`src/rtl/fir_feeder_if.sv`:
```
// FIR-side bus of the feeder: coefficient load and sample request handshakes.
// The feeder is the master; the FIR answers on modwait.
interface fir_feeder_if;
  logic [15:0] fir_coefficient;
  logic        load_coeff;
  logic [15:0] sample_data;
  logic        data_ready;
  logic        modwait;

  modport master (
    output fir_coefficient,
    output load_coeff,
    output sample_data,
    output data_ready,
    input  modwait
  );

  modport slave (
    input  fir_coefficient,
    input  load_coeff,
    input  sample_data,
    input  data_ready,
    output modwait
  );
endinterface

```
`src/rtl/fir_feeder.sv`:
```
// Feeds a FIR core: transfers 4 host-written coefficients on request and streams
// samples from a 4-deep FIFO, each through a modwait handshake with timeouts.
module fir_feeder (
  input  logic        clk,
  input  logic        reset,
  input  logic [15:0] coeff_in,
  input  logic        coeff_wr,
  input  logic        load_start,
  input  logic [15:0] sample_in,
  input  logic        sample_wr,
  fir_feeder_if.master fir,
  output logic        fifo_full,
  output logic        fifo_empty,
  output logic        busy,
  output logic        err
);

  typedef enum logic [2:0] {
    IDLE, LC_ASSERT, LC_WAIT_HI, LC_WAIT_LO, DR_ASSERT, DR_WAIT_LO
  } state_t;

  // Timer holds the index of the current cycle within a state; give up on the last one.
  localparam logic [4:0] LC_LAST = 5'd9;
  localparam logic [4:0] DR_LAST = 5'd24;

  state_t            state_reg, state_next;
  logic [4:0]        timer_reg, timer_next;
  logic [1:0]        ci_reg, ci_next;
  logic [1:0]        wr_idx_reg;
  logic [3:0][15:0]  coeff_bus;
  logic [15:0]       fifo_mem [4];
  logic [1:0]        rd_ptr_reg, rd_ptr_next, wr_ptr_reg, wr_ptr_next;
  logic [2:0]        count_reg, count_next;
  logic              pending_reg, pending_next;
  logic              err_reg;
  logic              pop, timeout, pop_en, push_en, overflow;
  logic [15:0]       head_next;
  logic              load_coeff_reg, data_ready_reg, busy_reg;
  logic              fifo_full_reg, fifo_empty_reg;
  logic [15:0]       fir_coefficient_reg, sample_data_reg;

  // Coefficient slots stay writable while a transfer is running.
  genvar gi;
  generate
    for (gi = 0; gi < 4; gi++) begin : g_slot
      logic [15:0] slot_reg;
      always_ff @(posedge clk) begin
        if (reset)
          slot_reg <= '0;
        else if (coeff_wr && wr_idx_reg == 2'(gi))
          slot_reg <= coeff_in;
      end
      assign coeff_bus[gi] = slot_reg;
    end
  endgenerate

  always_ff @(posedge clk) begin
    if (reset)
      wr_idx_reg <= '0;
    else if (coeff_wr)
      wr_idx_reg <= wr_idx_reg + 2'd1;
  end

  always_comb begin
    state_next = state_reg;
    ci_next    = ci_reg;
    pop        = 1'b0;
    timeout    = 1'b0;
    case (state_reg)
      IDLE: begin
        if (pending_reg) begin
          state_next = LC_ASSERT;
          ci_next    = 2'd0;
        end else if (count_reg != 3'd0) begin
          state_next = DR_ASSERT;
        end
      end
      LC_ASSERT: begin
        if (timer_reg == 5'd1)
          state_next = LC_WAIT_HI;
      end
      LC_WAIT_HI: begin
        if (fir.modwait) begin
          state_next = LC_WAIT_LO;
        end else if (timer_reg == LC_LAST) begin
          state_next = IDLE;
          timeout    = 1'b1;
        end
      end
      LC_WAIT_LO: begin
        if (!fir.modwait) begin
          if (ci_reg == 2'd3) begin
            state_next = IDLE;
          end else begin
            state_next = LC_ASSERT;
            ci_next    = ci_reg + 2'd1;
          end
        end else if (timer_reg == LC_LAST) begin
          state_next = IDLE;
          timeout    = 1'b1;
        end
      end
      DR_ASSERT: begin
        if (timer_reg != 5'd0 && fir.modwait) begin
          state_next = DR_WAIT_LO;
        end else if (timer_reg == DR_LAST) begin
          state_next = IDLE;
          timeout    = 1'b1;
          pop        = 1'b1;
        end
      end
      DR_WAIT_LO: begin
        if (!fir.modwait) begin
          state_next = IDLE;
          pop        = 1'b1;
        end else if (timer_reg == DR_LAST) begin
          state_next = IDLE;
          timeout    = 1'b1;
          pop        = 1'b1;
        end
      end
      default: state_next = IDLE;
    endcase
  end

  always_comb begin
    timer_next = timer_reg;
    if (state_next != state_reg)
      timer_next = 5'd0;
    else if (state_reg != IDLE)
      timer_next = timer_reg + 5'd1;
  end

  // A new strobe in the same cycle the transfer starts is kept as the next request.
  assign pending_next = load_start |
                        (pending_reg & ~(state_reg == IDLE && state_next == LC_ASSERT));

  assign pop_en      = pop && (count_reg != 3'd0);
  assign push_en     = sample_wr && ((count_reg != 3'd4) || pop_en);
  assign overflow    = sample_wr && !push_en;
  assign count_next  = count_reg + {2'b00, push_en} - {2'b00, pop_en};
  assign rd_ptr_next = rd_ptr_reg + {1'b0, pop_en};
  assign wr_ptr_next = wr_ptr_reg + {1'b0, push_en};

  // Next head: the incoming word is forwarded when it lands in the head slot.
  always_comb begin
    head_next = '0;
    if (count_next != 3'd0) begin
      if (push_en && wr_ptr_reg == rd_ptr_next)
        head_next = sample_in;
      else
        head_next = fifo_mem[rd_ptr_next];
    end
  end

  always_ff @(posedge clk) begin
    if (push_en)
      fifo_mem[wr_ptr_reg] <= sample_in;
  end

  always_ff @(posedge clk) begin
    if (reset) begin
      state_reg           <= IDLE;
      timer_reg           <= '0;
      ci_reg              <= '0;
      rd_ptr_reg          <= '0;
      wr_ptr_reg          <= '0;
      count_reg           <= '0;
      pending_reg         <= 1'b0;
      err_reg             <= 1'b0;
      load_coeff_reg      <= 1'b0;
      data_ready_reg      <= 1'b0;
      busy_reg            <= 1'b0;
      fifo_full_reg       <= 1'b0;
      fifo_empty_reg      <= 1'b1;
      fir_coefficient_reg <= '0;
      sample_data_reg     <= '0;
    end else begin
      state_reg           <= state_next;
      timer_reg           <= timer_next;
      ci_reg              <= ci_next;
      rd_ptr_reg          <= rd_ptr_next;
      wr_ptr_reg          <= wr_ptr_next;
      count_reg           <= count_next;
      pending_reg         <= pending_next;
      err_reg             <= err_reg | timeout | overflow;
      load_coeff_reg      <= (state_next == LC_ASSERT);
      data_ready_reg      <= (state_next == DR_ASSERT);
      busy_reg            <= (state_next != IDLE);
      fifo_full_reg       <= (count_next == 3'd4);
      fifo_empty_reg      <= (count_next == 3'd0);
      sample_data_reg     <= head_next;
      fir_coefficient_reg <= (state_next == LC_ASSERT || state_next == LC_WAIT_HI ||
                              state_next == LC_WAIT_LO) ? coeff_bus[ci_next] : 16'd0;
    end
  end

  assign fir.fir_coefficient = fir_coefficient_reg;
  assign fir.load_coeff      = load_coeff_reg;
  assign fir.sample_data     = sample_data_reg;
  assign fir.data_ready      = data_ready_reg;
  assign fifo_full           = fifo_full_reg;
  assign fifo_empty          = fifo_empty_reg;
  assign busy                = busy_reg;
  assign err                 = err_reg;

endmodule

```
`src/flat_wrapper.sv`:
```
// flat-port wrapper written by rule: the top's interface ports become plain ports
module fir_feeder_flat 
  (clk, reset, coeff_in, coeff_wr, load_start, sample_in, sample_wr, fifo_full, fifo_empty, busy, err, fir_fir_coefficient, fir_load_coeff, fir_sample_data, fir_data_ready, fir_modwait);
  fir_feeder_if fir_i ();
  input  logic clk;
  input  logic reset;
  input  logic [15:0] coeff_in;
  input  logic coeff_wr;
  input  logic load_start;
  input  logic [15:0] sample_in;
  input  logic sample_wr;
  output logic fifo_full;
  output logic fifo_empty;
  output logic busy;
  output logic err;
  output wire logic [$bits(fir_i.fir_coefficient)-1:0] fir_fir_coefficient;
  output wire logic [$bits(fir_i.load_coeff)-1:0] fir_load_coeff;
  output wire logic [$bits(fir_i.sample_data)-1:0] fir_sample_data;
  output wire logic [$bits(fir_i.data_ready)-1:0] fir_data_ready;
  input wire logic [$bits(fir_i.modwait)-1:0] fir_modwait;
  assign fir_fir_coefficient = fir_i.fir_coefficient;
  assign fir_load_coeff = fir_i.load_coeff;
  assign fir_sample_data = fir_i.sample_data;
  assign fir_data_ready = fir_i.data_ready;
  assign fir_i.modwait = fir_modwait;
  fir_feeder u_core (.clk(clk), .reset(reset), .coeff_in(coeff_in), .coeff_wr(coeff_wr), .load_start(load_start), .sample_in(sample_in), .sample_wr(sample_wr), .fir(fir_i), .fifo_full(fifo_full), .fifo_empty(fifo_empty), .busy(busy), .err(err));
endmodule
```
`config.mk`:
```
export PLATFORM = sky130hd
export DESIGN_NAME = fir_feeder_flat
export DESIGN_NICKNAME = d
export VERILOG_FILES = /design/src/rtl/fir_feeder_if.sv /design/src/rtl/fir_feeder.sv /design/src/flat_wrapper.sv
export SDC_FILE = /design/constraint.sdc
export NUM_CORES = 1
export LEC_CHECK = 0
export CAP_MARGIN = 20
export CELL_PAD_IN_SITES_DETAIL_PLACEMENT = 0
export CELL_PAD_IN_SITES_GLOBAL_PLACEMENT = 2
export CORE_ASPECT_RATIO = 1.1
export CORE_MARGIN = 5
export CORE_UTILIZATION = 40
export CTS_CLUSTER_DIAMETER = 120
export DETAILED_ROUTE_END_ITERATION = 6
export HOLD_SLACK_MARGIN = 0.1
export MAX_ROUTING_LAYER = met4
export PLACE_DENSITY = 0.85
export SYNTH_ARGS = -nofsm -noshare
export SYNTH_HDL_FRONTEND = slang
export SYNTH_SLANG_ARGS = --single-unit
```
`constraint.sdc`:
```
create_clock -name clk -period 5.2 [get_ports clk]
set_input_delay 1.04 -clock clk [delete_from_list [all_inputs] [get_ports clk]]
set_output_delay 1.04 -clock clk [all_outputs]
set_load 0.01 [all_outputs]
```
==> qor.txt <==
layout cell share with drive strength beyond 1: 0.117
post-synthesis adder-cell area fraction: 0.0195
first-pass GRT wire length: 28000 µm
Final setup viols: 0
Req. time, crit path: 5.50 ns
Leakage: 0.00306 µW
CTS H-tree lvls: 4
Via density: 5.25
post-route ant nets: 0
highest clock rate: 267 MHz
top cell type's share of synthesized area: 0.328
root buf cell: clkbuf_16
Synth Cell Area: 7440 µm²
core area: 18300 µm²
crit path capture type: register
Gate Count Post-Synth: 667
synth unique cells: 60
post-synthesis mux area share: 0.102
Synth Area in XOR/XNOR: 0.0151
status: completed
unrepaired setup endpoints after global routing: no
CP most frequent cell: buf_4
starting density of the core: 0.406
ys async rst share: 0
Slew Limit Fails: 0
CP max stage cell: clkdlybuf4s50_1
Worst slew margin: 0.407
slowest cell delay on critical path: 0.58 ns
Die Span X: 140 µm
HPWL Detailed: 11000 µm
initial antenna violation count: 0
vias in the first global route: 5352
sequential-to-total area share from yosys stat: 0.586
clock latency on the worst-skew pair: 0.43 ns
Hold Buf Count CTS: 0
total grt overflow: 0
syn_nets: 716
cell family with most CP delay: buffers and inverters
FF+latch count, synth: 186
Reg clk slew, reported paths: 0.06 ns
DR vias: 5177
Design Power: 3970 µW
final net count: 780
Post-route DRC: 0
Reg2Reg Setup Slack: 1.88 ns
simple logic cell fraction of the synthesized area: 0.157
largest net degree at the start of global routing: 44
Die Ht: 153 µm
CTS tree: built
Num CTS Buffers: 17
FILL cells: 1650
Overall Global Routing Usage: 0.170
Resized cells post-CTS: 0
complex-gate fraction of the synthesized area: 0.0896
routed wire length: 17200 µm
Final GP Congestion: 0.789
Post-CTS Setup Bufs: 0
Die Area: 21400 µm²
critical path launch point type: primary input
Synth area leaders: dfxtp_1, edfxtp_1, mux4_2, nand2_1, a21oi_1
Avg WL per Cell: 17.4 µm
Avg Cell Area, Syn: 11.2 µm²
dpl ws: 1.04 ns
1st-pass router iterations: 5
IO buf count: 75
Buf+Inv Stages, Crit Path: 4
CP Class: primary input to register
Final Critical Period: 3.75 ns
worst vdd ir: 0.252 mV
endpoints failing hold: 0
Synth Flop Type: dfxtp_1
buffer levels on the longest clock path: 2
critical path cell sequence: clkdlybuf4s50_1, a2111oi_2, o21ai_1, buf_4, inv_2, ha_1, fa_1, o31ai_2, buf_4, a21oi_1
number of diodes: 0
Setup TNS: 0 ns
fin worst setup slack: 1.45 ns
Post-synth EDFFs: 64
Hold Path Class: register to register
Reg area: 4360 µm²
area occupied by multi-input gates: 2870 µm²
Worst EP arrival: 4.05 ns
largest family of logic cells by synthesized area: simple AND/OR/NAND/NOR gates
Synth warnings: 0
maxcap violations: 0
worst slew pin tran: 0.890 ns
worst-path maximum fanout: 20
Post-Route Skew: 0.0138 ns
CTS sink cnt: 186
Starting DRT DRC Count: 310
final period utilization: 0.720
num rows: 52
io pins: 76
power per standard cell area: 441 nW/µm²
dominant cell type by area after synthesis: dfxtp_1
Syn-to-layout area delta: 21.0%
==> kinds of logic (layout without fill, tap and decap cells) <==
group,after synthesis,in the layout
and+or+nand+nor,249,249
DFF,186,186
AOI/OAI and AO/OA,122,122
buffers and inverters,52,129
muxes,35,35
xor gates and xnor gates,12,12
adders and majority gates,11,11
==> routing by layer <==
metal | wire [µm] | up-vias | track usage | share of wire
li1 | - | 2473 | - | -
met1 | 7320 | 2550 | 0.197 | 0.43
met2 | 8940 | 134 | 0.294 | 0.52
met3 | 717 | 20 | 0.0341 | 0.042
met4 | 235 | 0 | 0.0572 | 0.014
met5 | 0 | - | - | 0
==> Yosys cell counts, drive strengths merged, types with 3 or more instances <==
cell and n:
a21oi 86, and2 25, buf 12, clkbuf 28
dfxtp 122, edfxtp 64, ha 10, inv 12
mux2i 3, mux4 32, nand2 142, nand3 18
nand4 3, nor2 24, nor2b 7, nor3 10
o21ai 21, or2 3, xnor2 7, xor2 5
==> worst register-to-register path: stages, from the launching register on <==
cell	delay [ns]
dfxtp_1	0.33
inv_1	0.09
ha_1	0.19
nand4b_1	0.24
a2111oi_2	0.34
o21ai_1	0.11
buf_4	0.21
inv_2	0.33
ha_1	0.24
fa_1	0.47
o31ai_2	0.28
buf_4	0.27
a21oi_1	0.08
==> power by group <==
group / total (µW) / internal, µW / leakage [µW] / switching [µW]
clock: 1340 / 769 / 0.000302 / 569
combinational: 856 / 371 / 0.00118 / 485
sequential: 1770 / 1690 / 0.00158 / 87.4
==> final timing paths <==
path | startpoint | end | cells past startpoint
setup / recovery | fir_modwait | u_core.fir.sample_data[3] | 10
hold / removal | u_core.g_slot[1].slot_reg[3] | u_core.g_slot[1].slot_reg[3] | 2
setup reg to reg | u_core.timer_reg[1] | u_core.fir.sample_data[3] | 12
hold reg to reg | u_core.g_slot[1].slot_reg[3] | u_core.g_slot[1].slot_reg[3] | 2
==> per-stage QoR <==
| stage | util | cells | instance area (µm²) | hold slack (ns) |
|---|---|---|---|---|
| after detailed placement | 0.458 | 955 | 8400 | 0.445 |
| after CTS | 0.491 | 987 | 9010 | 0.455 |
| after global placement | 0.458 | 955 | 8400 | 0.439 |
| final | 0.491 | 987 | 9010 | 0.451 |
| after global routing | 0.491 | 987 | 9010 | 0.474 |
| after floorplan | - | 667 | 7440 | 0.432 |
==> cells in the final DEF (no fill, tap or decap), drive strengths merged, types with 5 or more instances in the layout <==
cell type	synthesis	layout
a21oi	86	86
and2	25	25
buf	12	11
clkbuf	28	18
clkdlybuf4s50	0	74
dfxtp	122	122
edfxtp	64	64
ha	10	10
inv	12	20
mux4	32	32
nand2	142	142
nand3	18	18
nor2	24	24
nor2b	7	7
nor3	10	10
o21ai	21	21
xnor2	7	7
xor2	5	5
==> layout make-up <==
type,instances,share of cell area
inverters,12,0.00500
well taps,243,0.0338
clock buffers,18,0.0476
repair buffers,85,0.0911
flip-flops and latches,186,0.484
clock inverters,14,0.0199
multi-input cells,429,0.318
Note: power is estimated with default switching activity, not from simulation.
